### src/rtl/fpu_chk_fifo.sv
// rtl/fpu_chk_fifo.sv - single-clock FIFO with registered full/empty flags and
// wrap-bit pointers.
module fpu_chk_fifo #(
  parameter int DEPTH  = 8,
  parameter int DATA_W = 32
) (
  input  logic              clk,
  input  logic              rst,
  input  logic              push,
  input  logic [DATA_W-1:0] wdata,
  output logic              full,
  input  logic              pop,
  output logic [DATA_W-1:0] rdata,
  output logic              empty
);

  localparam int AW = $clog2(DEPTH);

  logic [DATA_W-1:0] mem [DEPTH];
  logic [AW:0]       wr_ptr;
  logic [AW:0]       rd_ptr;
  logic [AW:0]       wr_next;
  logic [AW:0]       rd_next;
  logic              do_push;
  logic              do_pop;

  assign do_push = push && !full;
  assign do_pop  = pop && !empty;
  assign wr_next = wr_ptr + (AW+1)'(do_push);
  assign rd_next = rd_ptr + (AW+1)'(do_pop);
  assign rdata   = mem[rd_ptr[AW-1:0]];

  // Flags come from the next pointers so a same-cycle push into an empty FIFO
  // only becomes visible one cycle later.
  always_ff @(posedge clk) begin
    if (rst) begin
      wr_ptr <= '0;
      rd_ptr <= '0;
      empty  <= 1'b1;
      full   <= 1'b0;
    end else begin
      wr_ptr <= wr_next;
      rd_ptr <= rd_next;
      empty  <= (wr_next == rd_next);
      full   <= (wr_next[AW] != rd_next[AW]) && (wr_next[AW-1:0] == rd_next[AW-1:0]);
    end
  end

  always_ff @(posedge clk) begin
    if (do_push) begin
      mem[wr_ptr[AW-1:0]] <= wdata;
    end
  end

endmodule

### config.mk
export PLATFORM = sky130hd
export DESIGN_NAME = fpu_chk_fifo
export DESIGN_NICKNAME = d
export VERILOG_FILES = /design/src/rtl/fpu_chk_fifo.sv
export SDC_FILE = /design/constraint.sdc
export NUM_CORES = 1
export LEC_CHECK = 0
export BUFFER_PORTS_ARGS = -buffer_cell sky130_fd_sc_hd__buf_2
export CORE_UTILIZATION = 50
export DETAILED_ROUTE_END_ITERATION = 16
export GPL_TIMING_DRIVEN = 1
export HOLD_SLACK_MARGIN = 0.12
export PLACE_DENSITY = 0.76
export SYNTH_ARGS = -nofsm -noshare
export SYNTH_HDL_FRONTEND = slang
export SYNTH_SLANG_ARGS = --single-unit
### constraint.sdc
create_clock -name clk -period 11.55 [get_ports clk]
set_input_delay 2.31 -clock clk [delete_from_list [all_inputs] [get_ports clk]]
set_output_delay 2.31 -clock clk [all_outputs]
set_load 0.005 [all_outputs]
* Yosys cells after proc, flatten, opt, wreduce, memory -nomap -nowiden *
Memories as Yosys holds them, arrays and structs flattened. A register that Yosys moved wholly into a read port is not among the register bits.
Index checks and enable logic that the tools add are counted.

storage, ports and cells
  flip-flop bits (word level) = 10
  bits in latches = 0
  memory bits (writable) = 256
  ROM bits = 0
  input port bits = 36
  output and inout port bits = 34
  logic and storage cells = 18
  memories = 1

operators by class
  add/sub/neg operators = 2
  multipliers = 0
  div/mod/pow operators = 0
  magnitude comparators = 0
  eq/ne operators = 3
  shifts and indexed selects = 0
  multiplexer cells = 3
  bitwise gates (word level) = 0
  reductions and logical operators = 5

memories
  name  depth  bits a word  read ports  clocked after memory_dff  wr ports  line  RTL
  mem   8      32           1           1                         1         19    logic [DATA_W-1:0] mem [DEPTH];

operators by type and width
  cell                                    count
  4-bit by 1-bit adder with 4-bit output  2
  4-bit equality test                     1
  3-bit equality test                     1
  1-bit logical AND                       3
  3-bit 2-to-1 mux                        1
  1-bit logical NOT                       2
  1-bit 2-to-1 mux                        2
  1-bit inequality test                   1

* Longest topological paths before layout *
  word-level depth = 5
  gate-level depth with buffers = 7
  mapped depth without buffers = 7

* Least setup slack after synthesis *
OpenSTA, ideal clock, no wires.

  kind = input port to flip-flop
  from = input port push
  to = memory mem[0][0] (enable)
  setup time = 461 ps
  arrival = 4882 ps
  data required time = 11089 ps
  slack = 6207 ps
  cell stages on the path = 3
  path buffers = 0
  cell sequence = nor2b_1 > nand2b_1 > nor3_1

between the ends
  cells in the longest elaborated chain, start to end = 3

RTL lines
  element                                 line  RTL
  start: declaration                      9     input logic push,
  1-bit logical AND                       27    assign do_push = push && !full;
  1-bit 2-to-1 mux                        50    if (do_push) begin
  1-bit 2-to-1 mux (implied by the code)  51    mem[wr_ptr[AW-1:0]] <= wdata;
  end: declaration                        19

Every way passes these cells.

==> impl_metrics.sql <==
INSERT INTO impl_metrics (metric_group, metric, value, unit) VALUES
('layout', 'final-instance-count-excl-fill', '801', ''),
('route', 'initialDrtViolationCount', '313', ''),
('route', 'drc', '0', ''),
('sta', 'timing_worst_slew_pin_value', '1130', 'ps'),
('yosys', 'ys_top_cells_by_area', 'sky130_fd_sc_hd__edfxtp_1, sky130_fd_sc_hd__mux4_1, sky130_fd_sc_hd__mux2_2', ''),
('global_routing', 'grt_start_max_net_pins', '66', ''),
('worst_setup_path', 'critPathLaunchType', 'register', ''),
('yosys', 'synth_top_cell_by_area', 'sky130_fd_sc_hd__edfxtp_1', ''),
('clock_network', 'insertion_delay', '520', 'ps'),
('min_path', 'hold_path.class', 'reg -> reg', ''),
('place', 'place_hpwl', '10100', 'µm'),
('route', 'route.detailed.vias_per_inst', '5.66', ''),
('power_and_ir_drop', 'total_power', '2.04', 'mW'),
('power_and_ir_drop', 'leak', '3.88', 'nW'),
('clock_network', 'cts-root-buf', 'sky130_fd_sc_hd__clkbuf_16', ''),
('global_routing', 'grt_overflow_total', '0', ''),
('clock_network', 'htree_num_levels', '1', ''),
('route', 'first_pass_iters', '4', ''),
('die', 'design.die.area', '21200', 'µm²'),
('run', 'maxCapViolCount', '0', ''),
('power_and_ir_drop', 'netSwitchingPower', '0.422', 'mW'),
('place', 'port_buffers', '69', ''),
('global_routing', 'grt_pass1_wl', '28000', 'µm'),
('yosys', 'syn-cell-area', '10300', 'µm²'),
('clock_network', 'clock_sinks', '266', ''),
('die', 'chipHeight', '146', 'µm'),
('die', 'design.core.area', '20200', 'µm²'),
('sta', 'fin_skew', '7.91', 'ps'),
('worst_setup_path', 'worst-path-max-fanout', '65', ''),
('layout', 'multi_input_area', '2350', 'µm²'),
('die', 'design.portCount', '70', ''),
('worst_setup_path', 'crit_path_max_incr_delay', '1080', 'ps'),
('clock_network', 'cts_post_setup_buffers_inserted', '0', ''),
('sta', 'grt_setup_unrepaired', 'false', ''),
('run_status', 'status', 'completed', ''),
('power_and_ir_drop', 'pwr_density_cell', '173', 'nW/µm²'),
('sta', 'layout_min_cycle_time', '5090', 'ps'),
('sta', 'tns', '0', 'ps'),
('sta', 'setup_ws', '6460', 'ps'),
('sta', 'finalSetupViolations', '0', ''),
('layout', 'nNetsFinal', '549', ''),
('clock_network', 'ctsResizeCount', '0', ''),
('sta', 'post_route_fraction_of_the_period_consumed_by_the_critical_path', '44.1', '%'),
('worst_setup_path', 'crit_arrival', '2780', 'ps'),
('route', 'routed-via-count', '4532', ''),
('worst_setup_path', 'critical_path.slowest_cell', 'sky130_fd_sc_hd__dfxtp_4', ''),
('place', 'gp_routability_congestion', '0.682', ''),
('sta', 'max_clock_freq', '196', 'MHz'),
('sta', 'final-max-slew-violation-count', '0', ''),
('place', 'dp_cells', '752', ''),
('yosys', 'netlist-cell-type-count', '21', ''),
('power_and_ir_drop', 'power.ir.vdd_worst', '0.0927', 'mV'),
('yosys', 'synthCells', '423', ''),
('die', 'die_x', '146', 'µm'),
('clock_network', 'cts_buffer_depth', '3', ''),
('die', 'rows', '52', ''),
('sta', 'timing_hold_violations_final', '0', ''),
('place', 'postPlaceCellArea', '11000', 'µm²'),
('layout', 'seq_area', '7890', 'µm²'),
('sta', 'worst_slew_slack_as_a_fraction_of_its_limit', '24.4', '%'),
('clock_network', 'cts_hold_repair.buffers', '0', ''),
('yosys', 'synth-seq-area-share', '76.4', '%'),
('route', 'wirelength', '18500', 'µm'),
('yosys', 'synth.yosys.warnings', '0', ''),
('route', 'detail-route-antenna-nets', '0', ''),
('layout', 'fraction_of_layout_cells_with_a_size_suffix_above_1', '31.0', '%'),
('clock_network', 'clkSlewWorstSetupHoldPaths', '60', 'ps'),
('worst_setup_path', 'worst-endpoint-required', '9240', 'ps'),
('power_and_ir_drop', 'power_frac_seq', '54.3', '%'),
('global_routing', 'number_of_antenna_violations_at_the_first_check_in_global_routing', '3', ''),
('layout', 'final_design_area_no_fill', '11800', 'µm²');
worst max-delay path: cells and delay by family, from the launching register on:
| family | cells | cell delay [ps] |
|---|---|---|
| buffers and inverters | 1 | 130 |
| DFF | 1 | 1080 |
| muxes | 2 | 980 |
Yosys cell counts:
cell type / count
sky130_fd_sc_hd__xor2_1: 2
sky130_fd_sc_hd__nand3b_1: 1
sky130_fd_sc_hd__ha_1: 3
sky130_fd_sc_hd__nand3_1: 2
sky130_fd_sc_hd__clkbuf_1: 5
sky130_fd_sc_hd__mux4_2: 8
sky130_fd_sc_hd__dfxtp_1: 10
sky130_fd_sc_hd__nand2b_1: 3
sky130_fd_sc_hd__mux4_1: 56
sky130_fd_sc_hd__nand2_1: 1
sky130_fd_sc_hd__buf_6: 7
sky130_fd_sc_hd__edfxtp_1: 256
sky130_fd_sc_hd__nor3_1: 3
sky130_fd_sc_hd__inv_1: 1
sky130_fd_sc_hd__nor2_1: 11
sky130_fd_sc_hd__xnor3_1: 1
sky130_fd_sc_hd__nor2b_1: 5
sky130_fd_sc_hd__buf_2: 7
sky130_fd_sc_hd__a41o_1: 1
sky130_fd_sc_hd__xnor2_1: 8
sky130_fd_sc_hd__mux2_2: 32
per-layer routing:
layer  global-route usage (%)  vias to the layer above  part of all wire, %
met5                        0                        -                0.059
met3                     3.70                       24                  6.3
met4                     4.63                        2                  1.6
met2                     30.2                      153                   51
li1                         -                     2010                    -
met1                     23.6                     2343                   41
per-stage QoR:
| stage | hold slack [ps] | utilization [%] |
|---|---|---|
| after floorplan | 498 | - |
| final | 532 | 58.3 |
| after global placement | 514 | 54.4 |
| after detailed placement | 523 | 54.4 |
| after CTS | 539 | 58.2 |
| after global routing | 558 | 58.3 |
sequential cells by signal, indices dropped and copies added (netlist names):
signal / count
empty: 1
full: 1
mem: 256
rd_ptr: 4
wr_ptr: 4
cell type report:
cell class	count	area share, %
inverter	1	0.0318
antenna	2	0.0424
tap	270	2.87
sequential	266	66.9
timing repair buffer	78	3.50
multi-input combinational	137	19.9
clock buffer	32	5.89
clock inverter	15	0.775
path summary, 6_finish.rpt:
check	start	to	slack (ps)	cells after the start
min reg2reg	rd_ptr[3]	rd_ptr[3]	530	2
max	rd_ptr[0]	rdata[2]	6460	3
min	rd_ptr[3]	rd_ptr[3]	530	2
max reg2reg	full	mem[1][0]	9110	3
power by group through the flow:
stage | Combinational (mW) | Sequential (mW) | Clock [mW]
finish | 0.158 | 1.11 | 0.776
global route | 0.170 | 1.11 | 0.828
CTS | 0.161 | 1.11 | 0.787
detailed placement | 0.159 | 1.13 | 0
global placement | 0.155 | 1.13 | 0
floorplan | 0.124 | 1.11 | 0
cells in the final DEF (no fill, tap or decap), types with 2 or more instances in the layout:
| cell type | Yosys | final |
|---|---|---|
| sky130_fd_sc_hd__nand2b_1 | 3 | 3 |
| sky130_fd_sc_hd__nand3_1 | 2 | 2 |
| sky130_fd_sc_hd__clkinv_1 | 0 | 7 |
| sky130_fd_sc_hd__clkbuf_16 | 0 | 27 |
| sky130_fd_sc_hd__mux4_1 | 56 | 56 |
| sky130_fd_sc_hd__clkinv_2 | 0 | 7 |
| sky130_fd_sc_hd__clkbuf_1 | 5 | 5 |
| sky130_fd_sc_hd__diode_2 | 0 | 2 |
| sky130_fd_sc_hd__nor2b_1 | 5 | 5 |
| sky130_fd_sc_hd__dfxtp_2 | 0 | 2 |
| sky130_fd_sc_hd__dfxtp_1 | 10 | 7 |
| sky130_fd_sc_hd__buf_4 | 0 | 9 |
| sky130_fd_sc_hd__edfxtp_1 | 256 | 256 |
| sky130_fd_sc_hd__xor2_1 | 2 | 2 |
| sky130_fd_sc_hd__xnor2_1 | 8 | 8 |
| sky130_fd_sc_hd__nor2_4 | 0 | 6 |
| sky130_fd_sc_hd__buf_2 | 7 | 69 |
| sky130_fd_sc_hd__nor3_2 | 0 | 2 |
| sky130_fd_sc_hd__ha_1 | 3 | 3 |
| sky130_fd_sc_hd__nor2_1 | 11 | 5 |
| sky130_fd_sc_hd__mux2_2 | 32 | 32 |
| sky130_fd_sc_hd__mux4_2 | 8 | 8 |
kinds of logic (layout without fill, tap and decap cells):
group,count (synthesis),count (layout),synth area share [%]
compound gates,1,1,0.0970
xor+xnor,11,11,1.07
fa+ha+maj,3,3,0.364
buf+inv,20,126,1.32
flops,266,266,76.4
mux,96,96,19.5
other cells,0,2,0
simple gates,26,26,1.24
Power figures use the tool's default switching activity.
